<file path="src/rtl/sfp_link_sequencer_pkg.sv">
// sfp_seq_pkg: shared types and helpers for the SFP link sequencer.
//   lane_state_t : per-lane FSM state (2 bits, encoding visible on lane_state)
//   RETRY_W      : width of the per-lane saturating retry counter
//   max2/cnt_w   : helpers for sizing counters from cycle-count parameters
package sfp_seq_pkg;

  typedef enum logic [1:0] {
    ST_RESET     = 2'd0,
    ST_WAIT_DONE = 2'd1,
    ST_WAIT_LINK = 2'd2,
    ST_UP        = 2'd3
  } lane_state_t;

  localparam int unsigned RETRY_W = 8;

  function automatic int unsigned max2(input int unsigned a, input int unsigned b);
    return (a > b) ? a : b;
  endfunction

  // Width able to hold 0..n-1, never below 1 bit.
  function automatic int unsigned cnt_w(input int unsigned n);
    return (n > 1) ? $clog2(n) : 1;
  endfunction

endpackage

</file>
<file path="src/rtl/sfp_link_sequencer_if.sv">
// sfp_link_sequencer_if: lane-side bundle of the SFP link sequencer.
//   force_restart   : per-lane single-cycle restart request (sysclk domain)
//   pcs_resetdone   : per-lane core reset-done (asynchronous)
//   pcs_link_status : per-lane core link status (asynchronous)
//   pcs_reset       : per-lane active-high core reset
//   link_up         : per-lane UP indication
//   lane_state      : lane i state in bits [2i+1:2i]
//   retry_count     : lane i retry count in bits [8i+7:8i]
//   sleds           : board status LEDs
// master = sequencer side, slave = lane/system side.
interface sfp_link_sequencer_if
  import sfp_seq_pkg::*;
#(
  parameter int unsigned SFP_COUNT = 2
) ();

  logic [SFP_COUNT-1:0]         force_restart;
  logic [SFP_COUNT-1:0]         pcs_resetdone;
  logic [SFP_COUNT-1:0]         pcs_link_status;
  logic [SFP_COUNT-1:0]         pcs_reset;
  logic [SFP_COUNT-1:0]         link_up;
  logic [2*SFP_COUNT-1:0]       lane_state;
  logic [RETRY_W*SFP_COUNT-1:0] retry_count;
  logic [3:0]                   sleds;

  modport master (
    input  force_restart, pcs_resetdone, pcs_link_status,
    output pcs_reset, link_up, lane_state, retry_count, sleds
  );

  modport slave (
    output force_restart, pcs_resetdone, pcs_link_status,
    input  pcs_reset, link_up, lane_state, retry_count, sleds
  );

endinterface

</file>
<file path="src/rtl/sfp_lane_fsm.sv">
// sfp_lane_fsm: bring-up controller for one PCS/PMA lane.
//   clk, rst_n      : clock, asynchronous active-low reset
//   force_restart   : restart request, jumps to RESET without counting a retry
//   pcs_resetdone   : core reset-done (2-flop synchronized here)
//   pcs_link_status : core link status (2-flop synchronized here)
//   pcs_reset       : registered core reset, high in RESET
//   link_up         : registered, high in UP
//   lane_state      : current FSM state
//   retry_count     : saturating count of timeout / link-loss restarts
module sfp_lane_fsm
  import sfp_seq_pkg::*;
#(
  parameter int unsigned RESET_HOLD_CYC   = 16,
  parameter int unsigned DONE_TIMEOUT_CYC = 1_000_000,
  parameter int unsigned LINK_STABLE_CYC  = 100_000,
  parameter int unsigned LINK_TIMEOUT_CYC = 50_000_000
) (
  input  logic               clk,
  input  logic               rst_n,
  input  logic               force_restart,
  input  logic               pcs_resetdone,
  input  logic               pcs_link_status,
  output logic               pcs_reset,
  output logic               link_up,
  output lane_state_t        lane_state,
  output logic [RETRY_W-1:0] retry_count
);

  localparam int unsigned MAX_CYC = max2(max2(RESET_HOLD_CYC, DONE_TIMEOUT_CYC),
                                         max2(LINK_STABLE_CYC, LINK_TIMEOUT_CYC));
  localparam int unsigned CW = cnt_w(MAX_CYC);
  localparam int unsigned SW = cnt_w(LINK_STABLE_CYC);

  localparam logic [CW-1:0] HOLD_M1  = CW'(RESET_HOLD_CYC - 1);
  localparam logic [CW-1:0] DONE_M1  = CW'(DONE_TIMEOUT_CYC - 1);
  localparam logic [CW-1:0] LTO_M1   = CW'(LINK_TIMEOUT_CYC - 1);
  localparam logic [CW-1:0] DOWN_M1  = CW'(LINK_STABLE_CYC - 1);
  localparam logic [SW-1:0] STB_M1   = SW'(LINK_STABLE_CYC - 1);

  logic [1:0]    done_sync;
  logic [1:0]    link_sync;
  logic          done_s;
  logic          link_s;
  logic [CW-1:0] cnt;   // per-state counter: hold, timeouts, or link-low run in UP
  logic [SW-1:0] stab;  // consecutive link-high run in WAIT_LINK

  always_ff @(posedge clk or negedge rst_n) begin
    if (!rst_n) begin
      done_sync <= '0;
      link_sync <= '0;
    end else begin
      done_sync <= {done_sync[0], pcs_resetdone};
      link_sync <= {link_sync[0], pcs_link_status};
    end
  end

  assign done_s = done_sync[1];
  assign link_s = link_sync[1];

  always_ff @(posedge clk or negedge rst_n) begin
    if (!rst_n) begin
      lane_state  <= ST_RESET;
      cnt         <= '0;
      stab        <= '0;
      retry_count <= '0;
      pcs_reset   <= 1'b1;
      link_up     <= 1'b0;
    end else if (force_restart) begin
      lane_state <= ST_RESET;
      cnt        <= '0;
      stab       <= '0;
      pcs_reset  <= 1'b1;
      link_up    <= 1'b0;
    end else begin
      cnt <= cnt + 1'b1;
      unique case (lane_state)
        ST_RESET: begin
          if (cnt == HOLD_M1) begin
            lane_state <= ST_WAIT_DONE;
            cnt        <= '0;
            pcs_reset  <= 1'b0;
          end
        end
        ST_WAIT_DONE: begin
          if (done_s) begin
            lane_state <= ST_WAIT_LINK;
            cnt        <= '0;
            stab       <= '0;
          end else if (cnt == DONE_M1) begin
            lane_state <= ST_RESET;
            cnt        <= '0;
            pcs_reset  <= 1'b1;
            if (retry_count != '1) retry_count <= retry_count + 1'b1;
          end
        end
        ST_WAIT_LINK: begin
          stab <= link_s ? stab + 1'b1 : '0;
          // stability is tested first so it wins over a coincident timeout
          if (link_s && stab == STB_M1) begin
            lane_state <= ST_UP;
            cnt        <= '0;
            link_up    <= 1'b1;
          end else if (cnt == LTO_M1) begin
            lane_state <= ST_RESET;
            cnt        <= '0;
            stab       <= '0;
            pcs_reset  <= 1'b1;
            if (retry_count != '1) retry_count <= retry_count + 1'b1;
          end
        end
        ST_UP: begin
          cnt <= link_s ? '0 : cnt + 1'b1;
          if (!done_s || (!link_s && cnt == DOWN_M1)) begin
            lane_state <= ST_RESET;
            cnt        <= '0;
            stab       <= '0;
            pcs_reset  <= 1'b1;
            link_up    <= 1'b0;
            if (retry_count != '1) retry_count <= retry_count + 1'b1;
          end
        end
      endcase
    end
  end

endmodule

</file>
<file path="src/rtl/sfp_link_sequencer.sv">
// sfp_link_sequencer: per-lane SFP PCS/PMA bring-up with status LEDs.
//   sysclk_100m : sole clock
//   sys_reset_n : asynchronous active-low reset
//   bus         : lane bundle (master side), see sfp_link_sequencer_if
// sleds[0] heartbeat, sleds[1] lane 0 up, sleds[2] lane 1 up, sleds[3] all up.
module sfp_link_sequencer
  import sfp_seq_pkg::*;
#(
  parameter int unsigned SFP_COUNT        = 2,
  parameter int unsigned RESET_HOLD_CYC   = 16,
  parameter int unsigned DONE_TIMEOUT_CYC = 1_000_000,
  parameter int unsigned LINK_STABLE_CYC  = 100_000,
  parameter int unsigned LINK_TIMEOUT_CYC = 50_000_000,
  parameter int unsigned HEARTBEAT_CYC    = 50_000_000
) (
  input  logic                 sysclk_100m,
  input  logic                 sys_reset_n,
  sfp_link_sequencer_if.master bus
);

  localparam int unsigned    HW    = cnt_w(HEARTBEAT_CYC);
  localparam logic [HW-1:0]  HB_M1 = HW'(HEARTBEAT_CYC - 1);

  logic [HW-1:0] hb_cnt;
  logic          hb;

  for (genvar i = 0; i < SFP_COUNT; i++) begin : g_lane
    lane_state_t st;

    sfp_lane_fsm #(
      .RESET_HOLD_CYC   (RESET_HOLD_CYC),
      .DONE_TIMEOUT_CYC (DONE_TIMEOUT_CYC),
      .LINK_STABLE_CYC  (LINK_STABLE_CYC),
      .LINK_TIMEOUT_CYC (LINK_TIMEOUT_CYC)
    ) u_lane (
      .clk             (sysclk_100m),
      .rst_n           (sys_reset_n),
      .force_restart   (bus.force_restart[i]),
      .pcs_resetdone   (bus.pcs_resetdone[i]),
      .pcs_link_status (bus.pcs_link_status[i]),
      .pcs_reset       (bus.pcs_reset[i]),
      .link_up         (bus.link_up[i]),
      .lane_state      (st),
      .retry_count     (bus.retry_count[RETRY_W*i +: RETRY_W])
    );

    assign bus.lane_state[2*i +: 2] = st;
  end

  always_ff @(posedge sysclk_100m or negedge sys_reset_n) begin
    if (!sys_reset_n) begin
      hb_cnt <= '0;
      hb     <= 1'b0;
    end else if (hb_cnt == HB_M1) begin
      hb_cnt <= '0;
      hb     <= ~hb;
    end else begin
      hb_cnt <= hb_cnt + 1'b1;
    end
  end

  assign bus.sleds[0] = hb;
  assign bus.sleds[1] = bus.link_up[0];
  assign bus.sleds[3] = &bus.link_up;

  if (SFP_COUNT > 1) begin : g_led2
    assign bus.sleds[2] = bus.link_up[1];
  end else begin : g_led2_off
    assign bus.sleds[2] = 1'b0;
  end

endmodule

</file>
<file path="src/flat_wrapper.sv">
// flat-port wrapper written by rule: the top's interface ports become plain ports
module sfp_link_sequencer_flat import sfp_seq_pkg::*;
#(
  parameter int unsigned SFP_COUNT        = 2,
  parameter int unsigned RESET_HOLD_CYC   = 16,
  parameter int unsigned DONE_TIMEOUT_CYC = 1_000_000,
  parameter int unsigned LINK_STABLE_CYC  = 100_000,
  parameter int unsigned LINK_TIMEOUT_CYC = 50_000_000,
  parameter int unsigned HEARTBEAT_CYC    = 50_000_000
)
  (sysclk_100m, sys_reset_n, bus_force_restart, bus_pcs_resetdone, bus_pcs_link_status, bus_pcs_reset, bus_link_up, bus_lane_state, bus_retry_count, bus_sleds);
  sfp_link_sequencer_if #(.SFP_COUNT(SFP_COUNT)) bus_i ();
  input  logic sysclk_100m;
  input  logic sys_reset_n;
  input wire logic [$bits(bus_i.force_restart)-1:0] bus_force_restart;
  input wire logic [$bits(bus_i.pcs_resetdone)-1:0] bus_pcs_resetdone;
  input wire logic [$bits(bus_i.pcs_link_status)-1:0] bus_pcs_link_status;
  output wire logic [$bits(bus_i.pcs_reset)-1:0] bus_pcs_reset;
  output wire logic [$bits(bus_i.link_up)-1:0] bus_link_up;
  output wire logic [$bits(bus_i.lane_state)-1:0] bus_lane_state;
  output wire logic [$bits(bus_i.retry_count)-1:0] bus_retry_count;
  output wire logic [$bits(bus_i.sleds)-1:0] bus_sleds;
  assign bus_i.force_restart = bus_force_restart;
  assign bus_i.pcs_resetdone = bus_pcs_resetdone;
  assign bus_i.pcs_link_status = bus_pcs_link_status;
  assign bus_pcs_reset = bus_i.pcs_reset;
  assign bus_link_up = bus_i.link_up;
  assign bus_lane_state = bus_i.lane_state;
  assign bus_retry_count = bus_i.retry_count;
  assign bus_sleds = bus_i.sleds;
  sfp_link_sequencer #(.SFP_COUNT(SFP_COUNT), .RESET_HOLD_CYC(RESET_HOLD_CYC), .DONE_TIMEOUT_CYC(DONE_TIMEOUT_CYC), .LINK_STABLE_CYC(LINK_STABLE_CYC), .LINK_TIMEOUT_CYC(LINK_TIMEOUT_CYC), .HEARTBEAT_CYC(HEARTBEAT_CYC)) u_core (.sysclk_100m(sysclk_100m), .sys_reset_n(sys_reset_n), .bus(bus_i));
endmodule
</file>
<file path="config.mk">
export PLATFORM = sky130hd
export DESIGN_NAME = sfp_link_sequencer_flat
export DESIGN_NICKNAME = d
export VERILOG_FILES = /design/src/rtl/sfp_link_sequencer_pkg.sv /design/src/rtl/sfp_link_sequencer_if.sv /design/src/rtl/sfp_lane_fsm.sv /design/src/rtl/sfp_link_sequencer.sv /design/src/flat_wrapper.sv
export SDC_FILE = /design/constraint.sdc
export NUM_CORES = 1
export LEC_CHECK = 0
export CAP_MARGIN = 20
export CORE_ASPECT_RATIO = 0.8
export CORE_UTILIZATION = 55
export CTS_CLUSTER_DIAMETER = 40
export DETAILED_ROUTE_END_ITERATION = 10
export GPL_ROUTABILITY_DRIVEN = 0
export PLACE_DENSITY = 0.77
export SYNTH_ARGS = -nofsm -noshare
export SYNTH_HDL_FRONTEND = slang
export SYNTH_SLANG_ARGS = --single-unit
</file>
<file path="constraint.sdc">
create_clock -name sysclk_100m -period 2.5 [get_ports sysclk_100m]
set_input_delay 0.375 -clock sysclk_100m [delete_from_list [all_inputs] [get_ports sysclk_100m]]
set_output_delay 0.375 -clock sysclk_100m [all_outputs]
set_load 0.01 [all_outputs]
</file>
# Word level (Yosys, flattened, before mapping)
# Cells that the tools add are included.
# word_totals
reg_bits	145
output_inout_bits	28
# op_classes
n_addsub	7
eq_ne	49
n_mux	87
bitwise	3
n_reduce_logical	29
# ops
op	n
$mux 26	17
$pmux 26 s4	2
$mux 17	12
$pmux 17 s3	2
$mux 8	12
$add 26x1->26 const B	3
$eq 26x26->1 const B	3
$eq 26x17->1 const B	2
$eq 26x20->1 const B	2
$eq 26x4->1 const B	2
$ne 3x3->1 const B	16
$pmux 8 s3	2
$add 17x1->17 const B	2
$eq 17x17->1 const B	2
$mux 2	14
$mux 1	20
$ne 2x2->1 const B	10
$add 8x1->8 const B	2
$ne 4x4->1 const B	4
$ne 8x8->1 const B	2
$pmux 2 s4	2
$reduce_and 7->1	2
$reduce_and 3->1	4
$reduce_and 6->1	2
13 further kinds	34

# Logic depth before layout (Yosys ltp)
# logic_depth
ltp_word	6
depth_mapped	10
mapped_depth_nobuf	7

# By module
# Synthesis repeated with hierarchy kept, for this count alone.
# hier_totals
cells_unflattened	817
hier_area_um2	7780.0
# modules_own_cells
module	instances	cells_per_inst	area_each_um2	seq_area_each_um2
sfp_lane_fsm (u_core.g_lane[0].u_lane)	1	351	3303.2	1477.7
sfp_lane_fsm (u_core.g_lane[1].u_lane)	1	336	3145.5	1477.7
sfp_link_sequencer	1	130	1331.3	675.6

# Least setup slack after synthesis
# OpenSTA, ideal clock, no wires.
# synth_timing
path_kind	register -> register
startpoint	register u_core.g_lane[0].u_lane.stab[0]
endpoint	register u_core.g_lane[0].u_lane.stab[0]
setup_time_ns	0.125
t_arrival_ns	2.421
required_ns	2.375
setup_slack_ns	-0.046
path_stages_with_launch	10
n_path_buf	3
cell_sequence	dfrtp_1 -> ha_1 -> and3_1 -> and3_1 -> clkbuf_1 -> a311oi_1 -> nor4b_1 -> buf_2 -> buf_2 -> mux2_2
# synth_via
elab_chain_len	6
word_cells_on_any_way	8
# synth_rtl
element	line	text
start, declared	sfp_lane_fsm.sv:45	logic [SW-1:0] stab;
start signal, assigned	sfp_lane_fsm.sv:97	stab <= link_s ? stab + 1'b1 : '0;
$add 17x1->17	sfp_lane_fsm.sv:97	
$mux 17	sfp_lane_fsm.sv:97	
$mux 17	sfp_lane_fsm.sv:103	end else if (cnt == LTO_M1) begin
$mux 17 *	sfp_lane_fsm.sv:99	if (link_s && stab == STB_M1) begin
$pmux 17 s3 *	sfp_lane_fsm.sv:76	unique case (lane_state)
$mux 17 *	sfp_lane_fsm.sv:68	end else if (force_restart) begin
# Mark *: on every way between the ends. The rest lies on a longest branch, timed or not.
# A chain may end at the register's enable or synchronous reset.

# Final worst setup path
# layout_timing
startpoint	register u_core.g_lane[1].u_lane.cnt[18]
endpoint	register u_core.g_lane[1].u_lane.stab[11]
# layout_via
elab_chain_len	5
word_cells_on_any_way	10
# layout_rtl
element	line	text
start, declared	sfp_lane_fsm.sv:44	logic [CW-1:0] cnt;
start signal, assigned	sfp_lane_fsm.sv:75	cnt <= cnt + 1'b1;
start signal, assigned	sfp_lane_fsm.sv:112	cnt <= link_s ? '0 : cnt + 1'b1;
$eq 26x26->1 or $eq 26x17->1 (tied branches)	sfp_lane_fsm.sv:103, sfp_lane_fsm.sv:113	
$mux 17 or $logic_and 1x1->1 (tied branches)	sfp_lane_fsm.sv:103, sfp_lane_fsm.sv:113	
$mux 17 or $logic_or 1x1->1 (tied branches)	sfp_lane_fsm.sv:99, sfp_lane_fsm.sv:113	
$pmux 17 s3 or $ne 3x3->1 (tied branches)	n/a	
$mux 17 or $reduce_and 3->1 (tied branches)	n/a	
end signal, assigned	sfp_lane_fsm.sv:97	
end, declared	sfp_lane_fsm.sv:45	
# Several ways; a longest one is shown, not always the timed one.

==> metrics.md <==
| Metric | Value |
|---|---|
| Layout cells sized above 1 | ~14% |
| DP Area | 0.00847 mm2 |
| Crit. End Element | flop |
| Pin count of the biggest net entering global routing | 52 |
| First-pass GRT wire length | around 30000 um |
| Ant diodes | 0 |
| Syn. warnings | 0 |
| Syn Area/Cell | around 9.6 um2 |
| CTS buffer count | 17 |
| Number of clock sinks | 145 |
| CTS tree | done |
| Die area | 0.0146 mm2 |
| Longest Clk Path Bufs | 2 |
| Max Fclk | 393 MHz |
| Clock transition at path regs | around 0.060 ns |
| Worst path most repeated cell | or4_4 |
| Clock skew | about 0.0064 ns |
| DRC | 0 |
| Synthesis-to-layout area growth | 20.4% |
| Worst-margin pin slew | ~0.74 ns |
| First drt pass iteration count | 6 |
| Via count | around 6400 |
| P_int | around 4200 uW |
| Post-DP HPWL | around 12000 um |
| Initial DRC count | slightly below 600 |
| Yosys top cell area share | 46.2% |
| Cell area power density | between 500 and 600 mW/mm2 |
| Crit-path cells | or4_4 > or4_4 > o2111ai_4 > a21oi_1 > buf_6 > o21bai_1 > a21o_1 |
| Register area share after synthesis | a little under half |
| Slew Limit Headroom | between 50% and 60% |
| Crit path max-delay family | simple AND/OR/NAND/NOR gates |
| Min cycle time layout | ~2.5 ns |
| Root Driver | clkbuf_16 |
| Boundary Pins | 36 |
| Largest cells by area after synthesis | dfrtp_1, xor2_1, nor2_1 |
| H-tree depth | 4 |
| Number of synthesized register bits | approximately 150 |
| Floorplan core area | between 0.01 and 0.015 mm2 |
| Vias in the first global route | between 6000 and 7000 |
| Yosys top cell by area | dfrtp_1 |
| PortBufs | 35 |
| Rows | 38 |
| Setup Crit Path Kind | reg -> reg |
| Seq pwr share | 45.2% |
| Setup violators final | 11 |
| Final ANT Viol Nets | 0 |
| Worst-Skew Late Latency | approximately 0.43 ns |
| RSZ-0062 raised after global routing | true |
| Clock Power Share | ~47% |
| Failing checks | negative setup slack |
| Tot Pwr | 5520 uW |
| Slew Viols, Final | 0 |
| Filler cells | ~1000 |
| Post-route cell area | 0.00933 mm2 |
| Ys async rst share | between 90% and 100% |
| Critical path peak fanout | 17 |
| Crit path required time | ~2.8 ns |
| Place WS | 0.0133 ns |
| Die Y | ~110 um |
| Total gr overflow | 0 |
| Critical path's slowest cell | or4_4 |
| Switching pwr | around 1300 uW |
| Post-Syn Instances | roughly 810 |
| Nets | between 800 and 900 |
| GR Util All Layers | between 20% and 30% |
| Worst Setup Slack, final | -0.0436 ns |
| Synth Net Count | 824 |
| Outcome | complete, but fails checks |
| Worst path arrival time | ~2.9 ns |
| Final core utilization | between 60% and 70% |
| Combinational Power Share | about 8.1% |
| Maximum vdd ir drop | 0.598 mV |
| Tcrit/Tclk final | 102% |
| Worst path max stage delay | 0.59 ns |
| Synth Flop Type | dfrtp_1 |
| Mean routed wirelength per cell | 17.3 um |
| EDFF count, synth | 0 |
| Worst hold path type | reg -> reg |
| Final Hold Viols | 0 |
| Lkg Pwr | between 0.003 and 0.004 uW |
| Switching part of the total | between 20% and 30% |
| Post-Syn Area | a little under 0.008 mm2 |
| Startpoint Class | flop |
| Sum Neg Setup Slack | -0.211 ns |
| Via density | 6.04 |
| Final wirelength | ~18000 um |
| Yosys cell types | 70 |
| Initial antenna violation count | 0 |
| Die Wd | 135 um |
| Worst Path Buf+Inv | 1 |
| Max_cap viols | 0 |
| Initial core utilization | 56.8% |
-- worst register-to-register path, delay by kind of cell, from the launching register on --
family,cells,cell delay (ns)
AND/OR/NAND/NOR,2,1.14
AO/OA/AOI/OAI,4,0.71
flip-flops,1,0.40
buffers and inverters,1,0.17
-- state kept, by name (all words and copies together), names as in the netlist --
| signal | cells |
|---|---|
| u_core.g_lane.u_lane.cnt | 52 |
| u_core.g_lane.u_lane.done_sync | 4 |
| u_core.g_lane.u_lane.lane_state | 4 |
| u_core.g_lane.u_lane.link_sync | 4 |
| u_core.g_lane.u_lane.link_up | 2 |
| u_core.g_lane.u_lane.pcs_reset | 2 |
| u_core.g_lane.u_lane.retry_count | 16 |
| u_core.g_lane.u_lane.stab | 34 |
| u_core.hb | 1 |
| u_core.hb_cnt | 26 |
-- final timing paths --
kind                                                 startpoint                              endpoint  slack, ns  depth (start not counted)
max                             u_core.g_lane[1].u_lane.cnt[18]      u_core.g_lane[1].u_lane.stab[11]      -0.04                          7
min                        u_core.g_lane[0].u_lane.link_sync[0]  u_core.g_lane[0].u_lane.link_sync[1]       0.35                          0
max reg2reg                     u_core.g_lane[1].u_lane.cnt[18]      u_core.g_lane[1].u_lane.stab[11]      -0.04                          7
min reg2reg                u_core.g_lane[0].u_lane.link_sync[0]  u_core.g_lane[0].u_lane.link_sync[1]       0.35                          0
max in group asynchronous                           sys_reset_n     u_core.g_lane[1].u_lane.pcs_reset       1.32                          3
min in group asynchronous                           sys_reset_n       u_core.g_lane[1].u_lane.cnt[23]       0.44                          2
-- power by group through the flow --
stage	logic [uW]	clock network (uW)	registers [uW]
6_report	447	2580	2490
3_3_place_gp	394	0	2530
2_1_floorplan	189	0	2530
4_1_cts	411	2620	2490
5_1_grt	494	2700	2500
3_5_place_dp	408	0	2530
-- cell families after synthesis --
family | share of synthesized area, %
AND/OR/NAND/NOR | 26.3
adder cells (fa/ha/maj) | 1.45
multiplexers | 0.565
XOR/XNOR | 10.1
flip-flops | 46.9
AO/OA/AOI/OAI | 11.4
buffers and inverters | 3.31
-- cell usage after synthesis (all sizes together), types with 2 or more instances --
cell and instances:
dfrtp 143, nor2 104, nand2 73, xor2 51, nand3 45, xnor2 38
nor3 24, o21ai 24, nand4 23, a21oi 22, and3 20, buf 18
clkbuf 18, a21o 15, nor4 15, a31oi 14, inv 14, and4 13
nor3b 10, ha 9, o21bai 9, or4 9, a22o 7, nand2b 7
nor2b 7, or3 7, nand4b 6, nor4b 6, a211oi 5, and2 5
o31ai 5, nor4bb 4, o21a 4, a311oi 3, mux2 3, o211ai 3
a221oi 2, dfstp 2, nand3b 2, nand4bb 2, or2 2, or4b 2
-- cells in the final DEF (no fill, tap or decap), drive strengths merged, types with 9 or more instances in the layout --
cell type,instances
dfrtp,143
nor2,104
nand2,73
xor2,51
buf,46
nand3,45
xnor2,38
clkdlybuf4s50,34
nor3,24
o21ai,24
nand4,23
a21oi,22
clkbuf,21
and3,20
inv,15
a21o,15
nor4,15
a31oi,14
and4,13
nor3b,10
o21bai,9
ha,9
or4,9
-- cell type report --
type                    count  area (um2)  share of cell area, %
repair buffers             83         802                   8.60
clock inverters            13         163                   1.74
inverters                  15        56.3                  0.604
well taps                 180         225                   2.41
clock buffers              19         433                   4.64
multi-input cells         611        4020                   43.1
flip-flops and latches    145        3630                   38.9
-- per-layer routing --
layer  GRT usage, %  share of wire, %  up-vias  wire length [um]
li1               -                 -     3026                 -
met1           33.4                44     3170              8090
met2           43.2                50      206              9180
met3           5.25               4.8       35               894
met4           9.07               1.7        0               313
met5              0                 0        -                 0
-- stage by stage --
stage / cells / hold WS [ns]
2_1_floorplan: 807 / 0.0794
3_3_place_gp: 1026 / 0.330
3_5_place_dp: 1026 / 0.335
4_1_cts: 1059 / 0.348
5_1_grt: 1066 / 0.356
6_report: 1066 / 0.347
-- timing repair --
| action | CTS | global route |
|---|---|---|
| buffers inserted | 0 | 4 |
| gates resized for setup | 3 | 32 |
| endpoints found under the setup margin | 4 | 86 |
| endpoints found under the hold margin | 44 | 0 |
| hold buffers | 1 | 0 |
| cloned | 0 | 3 |
| pin swaps | 0 | 9 |
(Power assumes the default switching activity.)
